===== src/rtl/tour_cmd_if.sv =====
// Command-processor side of the tour sequencer: command/valid out, accept/complete back, response byte.
// The master (sequencer) drives cmd/cmd_rdy/resp; the slave (command processor) drives clr_cmd_rdy/send_resp.
interface tour_cmd_if;
    logic [15:0] cmd;
    logic        cmd_rdy;
    logic        clr_cmd_rdy;
    logic        send_resp;
    logic [7:0]  resp;

    modport master (
        output cmd, cmd_rdy, resp,
        input  clr_cmd_rdy, send_resp
    );

    modport slave (
        input  cmd, cmd_rdy, resp,
        output clr_cmd_rdy, send_resp
    );
endinterface


===== src/rtl/tour_cmd_sequencer.sv =====
// Splits each one-hot knight move into a vertical then horizontal command; UART pass-through when idle.
// cmd/cmd_rdy/resp are combinational; each leg is held until clr_cmd_rdy, then the next waits for send_resp.
module tour_cmd_sequencer (
    input  logic             clk,
    input  logic             rst_n,
    input  logic             start_tour,
    input  logic [7:0]       move,
    output logic [4:0]       mv_indx,
    input  logic [15:0]      cmd_UART,
    input  logic             cmd_rdy_UART,
    tour_cmd_if.master       cp
);
    localparam logic [3:0] OP_MOVE    = 4'h2;
    localparam logic [3:0] OP_FANFARE = 4'h3;
    localparam logic [7:0] HD_NORTH   = 8'h00;
    localparam logic [7:0] HD_WEST    = 8'h3F;
    localparam logic [7:0] HD_SOUTH   = 8'h7F;
    localparam logic [7:0] HD_EAST    = 8'hBF;
    localparam logic [7:0] RESP_BUSY  = 8'hA5;
    localparam logic [7:0] RESP_DONE  = 8'h5A;
    localparam logic [4:0] LAST_MOVE  = 5'd23;

    typedef enum logic [2:0] {IDLE, VERT, WAIT_V, HORZ, WAIT_H} state_t;

    state_t      state, nxt_state;
    logic        inc_indx, clr_indx;
    logic        move_ok;
    logic        y_pos, y_two, x_pos, x_two;
    logic [15:0] vert_cmd, horz_cmd;

    // Leg decode straight from the move bits: sign and |offset| of each axis.
    assign y_pos   = move[0] | move[1] | move[2] | move[7];
    assign y_two   = move[0] | move[1] | move[4] | move[5];
    assign x_pos   = move[0] | move[5] | move[6] | move[7];
    assign x_two   = move[2] | move[3] | move[6] | move[7];
    assign move_ok = (move != 8'd0) && ((move & (move - 8'd1)) == 8'd0);

    assign vert_cmd = {OP_MOVE, (y_pos ? HD_NORTH : HD_SOUTH), (y_two ? 4'd2 : 4'd1)};
    assign horz_cmd = {OP_FANFARE, (x_pos ? HD_EAST : HD_WEST), (x_two ? 4'd2 : 4'd1)};

    always_ff @(posedge clk or negedge rst_n) begin
        if (!rst_n) begin
            state   <= IDLE;
            mv_indx <= 5'd0;
        end else begin
            state <= nxt_state;
            if (clr_indx)
                mv_indx <= 5'd0;
            else if (inc_indx)
                mv_indx <= mv_indx + 5'd1;
        end
    end

    always_comb begin
        nxt_state  = state;
        inc_indx   = 1'b0;
        clr_indx   = 1'b0;
        cp.cmd     = cmd_UART;
        cp.cmd_rdy = 1'b0;
        cp.resp    = RESP_BUSY;
        unique case (state)
            IDLE: begin
                cp.cmd_rdy = cmd_rdy_UART;
                cp.resp    = RESP_DONE;
                if (start_tour) begin
                    clr_indx  = 1'b1;
                    nxt_state = VERT;
                end
            end
            VERT: begin
                cp.cmd = vert_cmd;
                // A corrupt move never reaches the command processor.
                if (!move_ok) begin
                    cp.resp   = RESP_DONE;
                    nxt_state = IDLE;
                end else begin
                    cp.cmd_rdy = 1'b1;
                    if (cp.clr_cmd_rdy)
                        nxt_state = WAIT_V;
                end
            end
            WAIT_V: begin
                cp.cmd = vert_cmd;
                if (cp.send_resp)
                    nxt_state = HORZ;
            end
            HORZ: begin
                cp.cmd     = horz_cmd;
                cp.cmd_rdy = 1'b1;
                if (cp.clr_cmd_rdy)
                    nxt_state = WAIT_H;
            end
            WAIT_H: begin
                cp.cmd = horz_cmd;
                if (mv_indx == LAST_MOVE)
                    cp.resp = RESP_DONE;
                if (cp.send_resp) begin
                    if (mv_indx == LAST_MOVE) begin
                        nxt_state = IDLE;
                    end else begin
                        inc_indx  = 1'b1;
                        nxt_state = VERT;
                    end
                end
            end
            default: nxt_state = IDLE;
        endcase
    end
endmodule


===== src/flat_wrapper.sv =====
// flat-port wrapper written by rule: the top's interface ports become plain ports
module tour_cmd_sequencer_flat 
  (clk, rst_n, start_tour, move, mv_indx, cmd_UART, cmd_rdy_UART, cp_cmd, cp_cmd_rdy, cp_resp, cp_clr_cmd_rdy, cp_send_resp);
  tour_cmd_if cp_i ();
  input  logic clk;
  input  logic rst_n;
  input  logic start_tour;
  input  logic [7:0] move;
  output logic [4:0] mv_indx;
  input  logic [15:0] cmd_UART;
  input  logic cmd_rdy_UART;
  output wire logic [$bits(cp_i.cmd)-1:0] cp_cmd;
  output wire logic [$bits(cp_i.cmd_rdy)-1:0] cp_cmd_rdy;
  output wire logic [$bits(cp_i.resp)-1:0] cp_resp;
  input wire logic [$bits(cp_i.clr_cmd_rdy)-1:0] cp_clr_cmd_rdy;
  input wire logic [$bits(cp_i.send_resp)-1:0] cp_send_resp;
  assign cp_cmd = cp_i.cmd;
  assign cp_cmd_rdy = cp_i.cmd_rdy;
  assign cp_resp = cp_i.resp;
  assign cp_i.clr_cmd_rdy = cp_clr_cmd_rdy;
  assign cp_i.send_resp = cp_send_resp;
  tour_cmd_sequencer u_core (.clk(clk), .rst_n(rst_n), .start_tour(start_tour), .move(move), .mv_indx(mv_indx), .cmd_UART(cmd_UART), .cmd_rdy_UART(cmd_rdy_UART), .cp(cp_i));
endmodule

===== config.mk =====
export PLATFORM = sky130hd
export DESIGN_NAME = tour_cmd_sequencer_flat
export DESIGN_NICKNAME = d
export VERILOG_FILES = /design/src/rtl/tour_cmd_if.sv /design/src/rtl/tour_cmd_sequencer.sv /design/src/flat_wrapper.sv
export SDC_FILE = /design/constraint.sdc
export NUM_CORES = 1
export LEC_CHECK = 0
export ABC_AREA = 0
export BUFFER_PORTS_ARGS = -buffer_cell sky130_fd_sc_hd__buf_2
export CORE_MARGIN = 1
export CORE_UTILIZATION = 44
export DETAILED_ROUTE_END_ITERATION = 8
export PLACE_DENSITY = 0.84
export SYNTH_ARGS = -nofsm -noshare
export SYNTH_HDL_FRONTEND = slang
export SYNTH_SLANG_ARGS = --single-unit

===== constraint.sdc =====
create_clock -name clk -period 2.7 [get_ports clk]
set_clock_uncertainty 0.05 [all_clocks]
set_input_delay 0.27 -clock clk [delete_from_list [all_inputs] [get_ports clk]]
set_output_delay 0.27 -clock clk [all_outputs]
set_load 0.03 [all_outputs]

==> summary.md, run 1 <==
| Metric | Value |
|---|---|
| Status | complete, no violations |
| Final setup viols | 0 |
| Post-synth top flop | dfrtp_1 |
| CTS H-tree depth | 1 |
| Die W | 46.7 microns |
| Max-slew violation count | 0 |
| Router iterations before antenna repair | 4 |
| Leading post-synthesis cells by cell area | dfrtp_1 (23%), o21a_1 (7.7%), buf_4 (6.0%) |
| Slowest-stage cell, CP | xnor2_1 |
| Clock insertion delay at the later pin of the skew report | 250 ps |
| Total CTS buffers | 3 |
| Worst-path cell chain | nor2_4 -> xnor2_1 -> or2_2 -> buf_2 |
| Post-Syn Area | 878 sq um |
| Yosys top cell by area | dfrtp_1 |
| Nature of the critical path startpoint | register |
| Via count | 1,020 |
| Post-synth cell types | 40 |
| Synthesized flop and latch total | 8 |
| ANT cells | 0 |
| DPL Wire Length | 1820 microns |
| Via-to-Cell Ratio | 5.45 |
| Hold Path Class | in -> reg |
| Top-area cell type share of the netlist area | 22.8% |
| Chip height | 46.7 microns |
| Synth warn | 0 |
| Core area | 1800 sq um |
| Total Power | 0.00108 W |
| Fmax | 0.417 GHz |
| # fillers | 154 |
| Initial antenna violation count | 0 |
| First-pass GRT wire length | 3240 microns |
| Setup repair after global routing missed its margin | no |
| Routability cong. | 0.855 |
| Max Cap Viol | 0 |
| Longest Clk Path Bufs | 2 |
| Most numerous cell in the Yosys netlist | o21ai_0 |
| Die area | 2180 sq um |
| Register area share after synthesis | 22.8% |
| Row count | 15 |
| I/O pins | 60 |
| Starting Density | 48.7% |
| # clock sinks | 8 |
| P_leak | 0.562 nW |
| CTS root buffer | clkbuf_4 |
| Final WL | 2250 microns |
| Clk slew on worst S/H paths | 50 ps |
| Asr flop ratio synth | 100% |
| Final hold vios | 0 |
| CP required | 2380 ps |
| Worst EP arrival | 2080 ps |
| Nets@finish | 195 |
| Synth Net Count | 142 |
| CTS tree | yes |
| PD cells | 932 nW/um^2 |
| Routed length per instance | 12.0 microns |
| Syn Inst Count | 111 |
| Setup CP Type | reg -> out |
| CP max FO | 14 |
| Layout cells sized above 1 | 44.4% |
| Min Tclk post-route | 2400 ps |
| Slew at the pin closest to its max-slew limit | 901 ps |
| Post-synth EDFFs | 0 |
| ANT nets after route | 0 |
| Final period util | 88.8% |
| Reg2reg path depth | 6 |
| Worst hold stages | 2 |
| Total GRT Usage | 20.4% |
| Iter 0 DRT Violations | 21 |
| Total negative slack | 0 ps |
| Largest net degree at the start of global routing | 18 |
| Drt drc | 0 |
| Postcts setup bufs | 0 |
| Layout area overhead | 32.3% |
| Worst VDD drop | 0.518 mV |
| Synthesized area per cell | 7.91 sq um |
| Worst path max stage delay | 730 ps |
| CP endpoint kind | output pin |
| Number of buffers inserted by port buffering | 59 |
| GRT Residual Overflow | 0 |
| Number of global-route vias before repair | 825 |
| Commonest cells post-synth | o21ai_0 (10), nand2_1 (9), o21a_1 (9) |
| Worst rel slew slack | 39.5% |
## critical path: cells and delay by family, from the launching register on
kind          cells  cell delay, ps
xor+xnor          1             730
buf+inv           1             190
flops             1             580
simple gates      2             330
## stage by stage
step           utilization (%)  hold slack, ps  std cells  cell area (sq um)  worst slack (ps)
6_report                  64.5             216        187               1160               302
5_1_grt                   64.5             215        187               1160               110
4_1_cts                   64.5             215        187               1160               283
3_5_place_dp              62.7            69.1        183               1130               548
3_3_place_gp              62.7            66.9        183               1130               657
2_1_floorplan                -           -75.6        111                878               287
## worst paths after layout
| path | start | endpoint | slack (ps) |
|---|---|---|---|
| hold / removal | cp_send_resp | u_core.state[2] | 220 |
| hold reg to reg | u_core.mv_indx[1] | u_core.mv_indx[1] | 530 |
| min in group asynchronous | rst_n | u_core.mv_indx[3] | 340 |
| setup / recovery | u_core.state[1] | cp_cmd[13] | 300 |
| max in group asynchronous | rst_n | u_core.mv_indx[0] | 2090 |
| setup reg to reg | u_core.mv_indx[0] | u_core.mv_indx[4] | 1000 |
## sequential cells by signal, summed over array words and instances, names as in the netlist
name and cells:
u_core.mv_indx 5, u_core.state 3
## report_power, final
part | total [W] | switching (W) | internal [W]
Clock | 0.0000856 | 0.0000351 | 0.0000505
Combinational | 0.000828 | 0.000568 | 0.000259
Sequential | 0.000171 | 0.0000388 | 0.000132
## cell type report
cell class                 count  area [sq um]  share of cell area [%]
clock buffer                   3          22.5                    1.94
tap                           25          31.3                    2.69
sequential                     8           200                    17.2
timing repair buffer          60           305                    26.3
inverter                       3          11.3                   0.969
multi-input combinational     88           592                    50.9
## kinds of logic after synthesis
logic type | share of synthesized area (%)
AND/OR/NAND/NOR | 32.9
AO/OA/AOI/OAI | 25.8
buffers and inverters | 9.83
flip-flops | 22.8
XOR/XNOR | 4.99
multiplexers | 2.28
adder cells (fa/ha/maj) | 1.42
## per-layer routing
layer | track usage (%) | wire length [microns]
met4 | 1.71 | 0
met3 | 3.53 | 180
met2 | 39.7 | 1120
met5 | 0 | 0
met1 | 23.5 | 949
## cells in the final DEF (no fill, tap or decap)
| cell type | count |
|---|---|
| a211o_1 | 2 |
| a211oi_1 | 1 |
| a21oi_1 | 3 |
| a21oi_2 | 1 |
| a221oi_2 | 1 |
| a31oi_1 | 1 |
| and2b_2 | 1 |
| and4_1 | 1 |
| buf_2 | 59 |
| clkbuf_4 | 3 |
| dfrtp_1 | 8 |
| dlygate4sd3_1 | 1 |
| ha_1 | 1 |
| inv_1 | 3 |
| mux2i_1 | 2 |
| nand2_1 | 9 |
| nand2b_1 | 4 |
| nand3_1 | 1 |
| nand3_2 | 1 |
| nand4_1 | 2 |
| nand4b_1 | 1 |
| nor2_1 | 7 |
| nor2_4 | 1 |
| nor2b_1 | 5 |
| nor3_1 | 2 |
| nor4_1 | 2 |
| nor4b_1 | 5 |
| o211ai_1 | 1 |
| o21a_1 | 9 |
| o21ai_0 | 10 |
| o21ai_2 | 1 |
| o21ba_2 | 1 |
| o22ai_1 | 2 |
| or2_1 | 1 |
| or2_2 | 1 |
| or3_1 | 1 |
| or4_4 | 2 |
| xnor2_1 | 2 |
| xor2_1 | 3 |
## timing repair
item,4_1_cts,5_1_grt
hold buffers,1,0
gates resized for setup,0,0
endpoints found under the hold margin,8,0
No activity file was read; power rests on OpenSTA's default activity.
==> run 2, diff against run 1 <==
--- a/config.mk
+++ b/config.mk
@@ -7,10 +7,10 @@
 export LEC_CHECK = 0
 export ABC_AREA = 0
 export BUFFER_PORTS_ARGS = -buffer_cell sky130_fd_sc_hd__buf_2
-export CORE_MARGIN = 1
 export CORE_UTILIZATION = 44
 export DETAILED_ROUTE_END_ITERATION = 8
 export PLACE_DENSITY = 0.84
+export REMOVE_ABC_BUFFERS = 1
 export SYNTH_ARGS = -nofsm -noshare
 export SYNTH_HDL_FRONTEND = slang
 export SYNTH_SLANG_ARGS = --single-unit
==> run 2 against run 1 <==
Net effect:
- non-clock buffer count is the same
- flip-flop and latch count unchanged
- global-route usage is 1.1 points higher
- fmax is essentially flat
- clock-buffer cell count did not move
- hold slack better by 29 ps
- register-to-register slack better by 20 ps
- largest power group unchanged
- core utilization unchanged
- sequential power barely moved
- worst setup slack worse by 1.4 ps
==> summary.md, run 2 (synthesis gave the netlist of run 1 again) <==
| Metric | Value |
|---|---|
| Status | complete, no violations (unchanged) |
| HP Start | cp_send_resp (unchanged) |
| First-pass GRT wire length | 3280 microns (was 3240 microns) |
| Drt drc | 0 (unchanged) |
| I/O pins | 60 (unchanged) |
| # fillers | 157 (was 154) |
| Row count | 15 (unchanged) |
| Clock insertion delay at the later pin of the skew report | 250 ps (about the same) |
| Starting Density | 48.7% (unchanged) |
| Number of buffers inserted by port buffering | 59 (unchanged) |
| Reg with most FFs | u_core.mv_indx (unchanged) |
| GRT Residual Overflow | 0 (unchanged) |
| Layout area overhead | 32.3% (unchanged) |
| # hold bufs at CTS | 1 (unchanged) |
| CP max FO | 14 (unchanged) |
| Via-to-Cell Ratio | 5.30 (was 5.45) |
| Nets@finish | 195 (unchanged) |
| Hold EP | u_core.state[2] (unchanged) |
| RR Startpoint | u_core.state[2] (was u_core.mv_indx[0]) |
| CTS H-tree depth | 1 (unchanged) |
| Max Cap Viol | 0 (unchanged) |
| Fmax | 0.417 GHz (about the same) |
| Worst VDD drop | 0.616 mV (was 0.518 mV) |
| ANT cells | 0 (unchanged) |
| Setup repair after global routing missed its margin | no (unchanged) |
| Initial antenna violation count | 0 (unchanged) |
| Area of the multi-input gates | 592 sq um (unchanged) |
| Worst rel slew slack | 40.0% (was 39.5%) |
| CP endpoint kind | output pin (unchanged) |
| Top flop regs | u_core.mv_indx (5), u_core.state (3) (unchanged) |
| Total Power | 0.00108 W (about the same) |
| Core area | 1800 sq um (unchanged) |
| Iter 0 DRT Violations | 11 (was 21) |
| Clk slew on worst S/H paths | 50 ps (about the same) |
| Via count | 992 (was 1,020) |
| Worst hold stages | 2 (unchanged) |
| DPL Wire Length | 1810 microns (was 1820 microns) |
| Routed length per instance | 11.8 microns (was 12.0 microns) |
| Max-slew violation count | 0 (unchanged) |
| Reg2reg path depth | 2 (was 6) |
| Reg area | 200 sq um (unchanged) |
| Finished Layout Cells | 187 (unchanged) |
| Largest net degree at the start of global routing | 18 (unchanged) |
| Final core utilization | 64.5% (unchanged) |
| Setup CP Type | reg -> out (unchanged) |
| Hold Path Class | in -> reg (unchanged) |
| Die W | 46.7 microns (unchanged) |
| Chip height | 46.7 microns (unchanged) |
| Final period util | 88.9% (was 88.8%) |
| CTS root buffer | clkbuf_4 (unchanged) |
| Postcts setup bufs | 0 (unchanged) |
| PD cells | 928 nW/um^2 (was 932 nW/um^2) |
| CTS tree | yes (unchanged) |
| Most frequent cells in the layout | buf_2 (59), o21ai_0 (10), o21a_1 (9), nand2_1 (9), dfrtp_1 (8) (unchanged) |
| CP required | 2380 ps (about the same) |
| Slew at the pin closest to its max-slew limit | 893 ps (was 901 ps) |
| Number of global-route vias before repair | 791 (was 825) |
| Worst EP arrival | 2080 ps (about the same) |
| Router iterations before antenna repair | 4 (unchanged) |
| PostCTS Resize Cnt | 0 (unchanged) |
| Layout cells sized above 1 | 44.4% (unchanged) |
| P_leak | 0.562 nW (unchanged) |
| # clock sinks | 8 (unchanged) |
| Worst r2r dst | u_core.mv_indx[0] (was u_core.mv_indx[4]) |
| Placed cell count | 183 (unchanged) |
| Routability cong. | 0.851 (was 0.855) |
| Flop2flop setup slack | 1020 ps (was 1000 ps) |
| Most common cell after layout, fill and taps aside | buf_2 (unchanged) |
| Nature of the critical path startpoint | register (unchanged) |
| ANT nets after route | 0 (unchanged) |
| Final hold vios | 0 (unchanged) |
| Largest register FFs | 5 (unchanged) |
| Total GRT Usage | 21.5% (was 20.4%) |
| Die area | 2180 sq um (unchanged) |
| Total CTS buffers | 3 (unchanged) |
| Final WL | 2210 microns (was 2250 microns) |
| Min Tclk post-route | 2400 ps (about the same) |
| Longest Clk Path Bufs | 2 (unchanged) |
| Final setup viols | 0 (unchanged) |
-- run 2: worst max path at each step --
| stage | start | end | slack (ps) | depth (start not counted) |
|---|---|---|---|---|
| 2_1_floorplan | move[0] | cp_resp[0] | -1080 | 4 |
| 5_1_grt | u_core.state[1] | cp_cmd[1] | 20 | 4 |
| 3_5_place_dp | u_core.state[1] | cp_cmd[13] | 530 | 4 |
| 6_report | u_core.state[1] | cp_cmd[13] | 300 | 4 |
| 4_1_cts | u_core.state[1] | cp_cmd[13] | 260 | 4 |
| 3_3_place_gp | u_core.state[1] | cp_cmd[13] | 660 | 4 |
-- run 2: per-stage QoR --
| stage | instance area [sq um] | setup slack, ps | hold WS [ps] | setup TNS [ps] |
|---|---|---|---|---|
| finish | 1160 | 301 | 245 | 0 |
| CTS | 1160 | 262 | 236 | 0 |
| global route | 1160 | 18.3 | 237 | 0 |
| floorplan | 803 | -1080 | -75.6 | -4330 |
| global placement | 1130 | 657 | 63.5 | 0 |
| detailed placement | 1130 | 533 | 69.3 | 0 |
-- run 2: where the power goes --
part           switching [W]  internal [W]   total, W  leakage, nW
Sequential         0.0000381      0.000132   0.000170        0.110
Clock              0.0000364     0.0000506  0.0000870       0.0138
Combinational       0.000562      0.000259   0.000821        0.438
Total               0.000637      0.000442    0.00108        0.562
-- run 2: worst max-delay path: stages (launching register included) --
cell and delay [ps]:
dfrtp_1 590, nor2_4 110, xnor2_1 720, or2_2 230, buf_2 190
-- run 2: metal layers --
metal	vias to the layer above	wire length [microns]	global-route usage, %
met5	-	0	0
met4	0	44	12.6
met3	6	172	3.14
met2	43	1080	35.8
met1	439	909	25.8
li1	504	-	-
-- run 2: area by class of cell --
| cell class | count | area share [%] |
|---|---|---|
| clock buffer | 3 | 1.94 |
| sequential | 8 | 17.2 |
| multi-input combinational | 88 | 50.9 |
| inverter | 3 | 0.969 |
| tap | 25 | 2.69 |
| timing repair buffer | 60 | 26.3 |
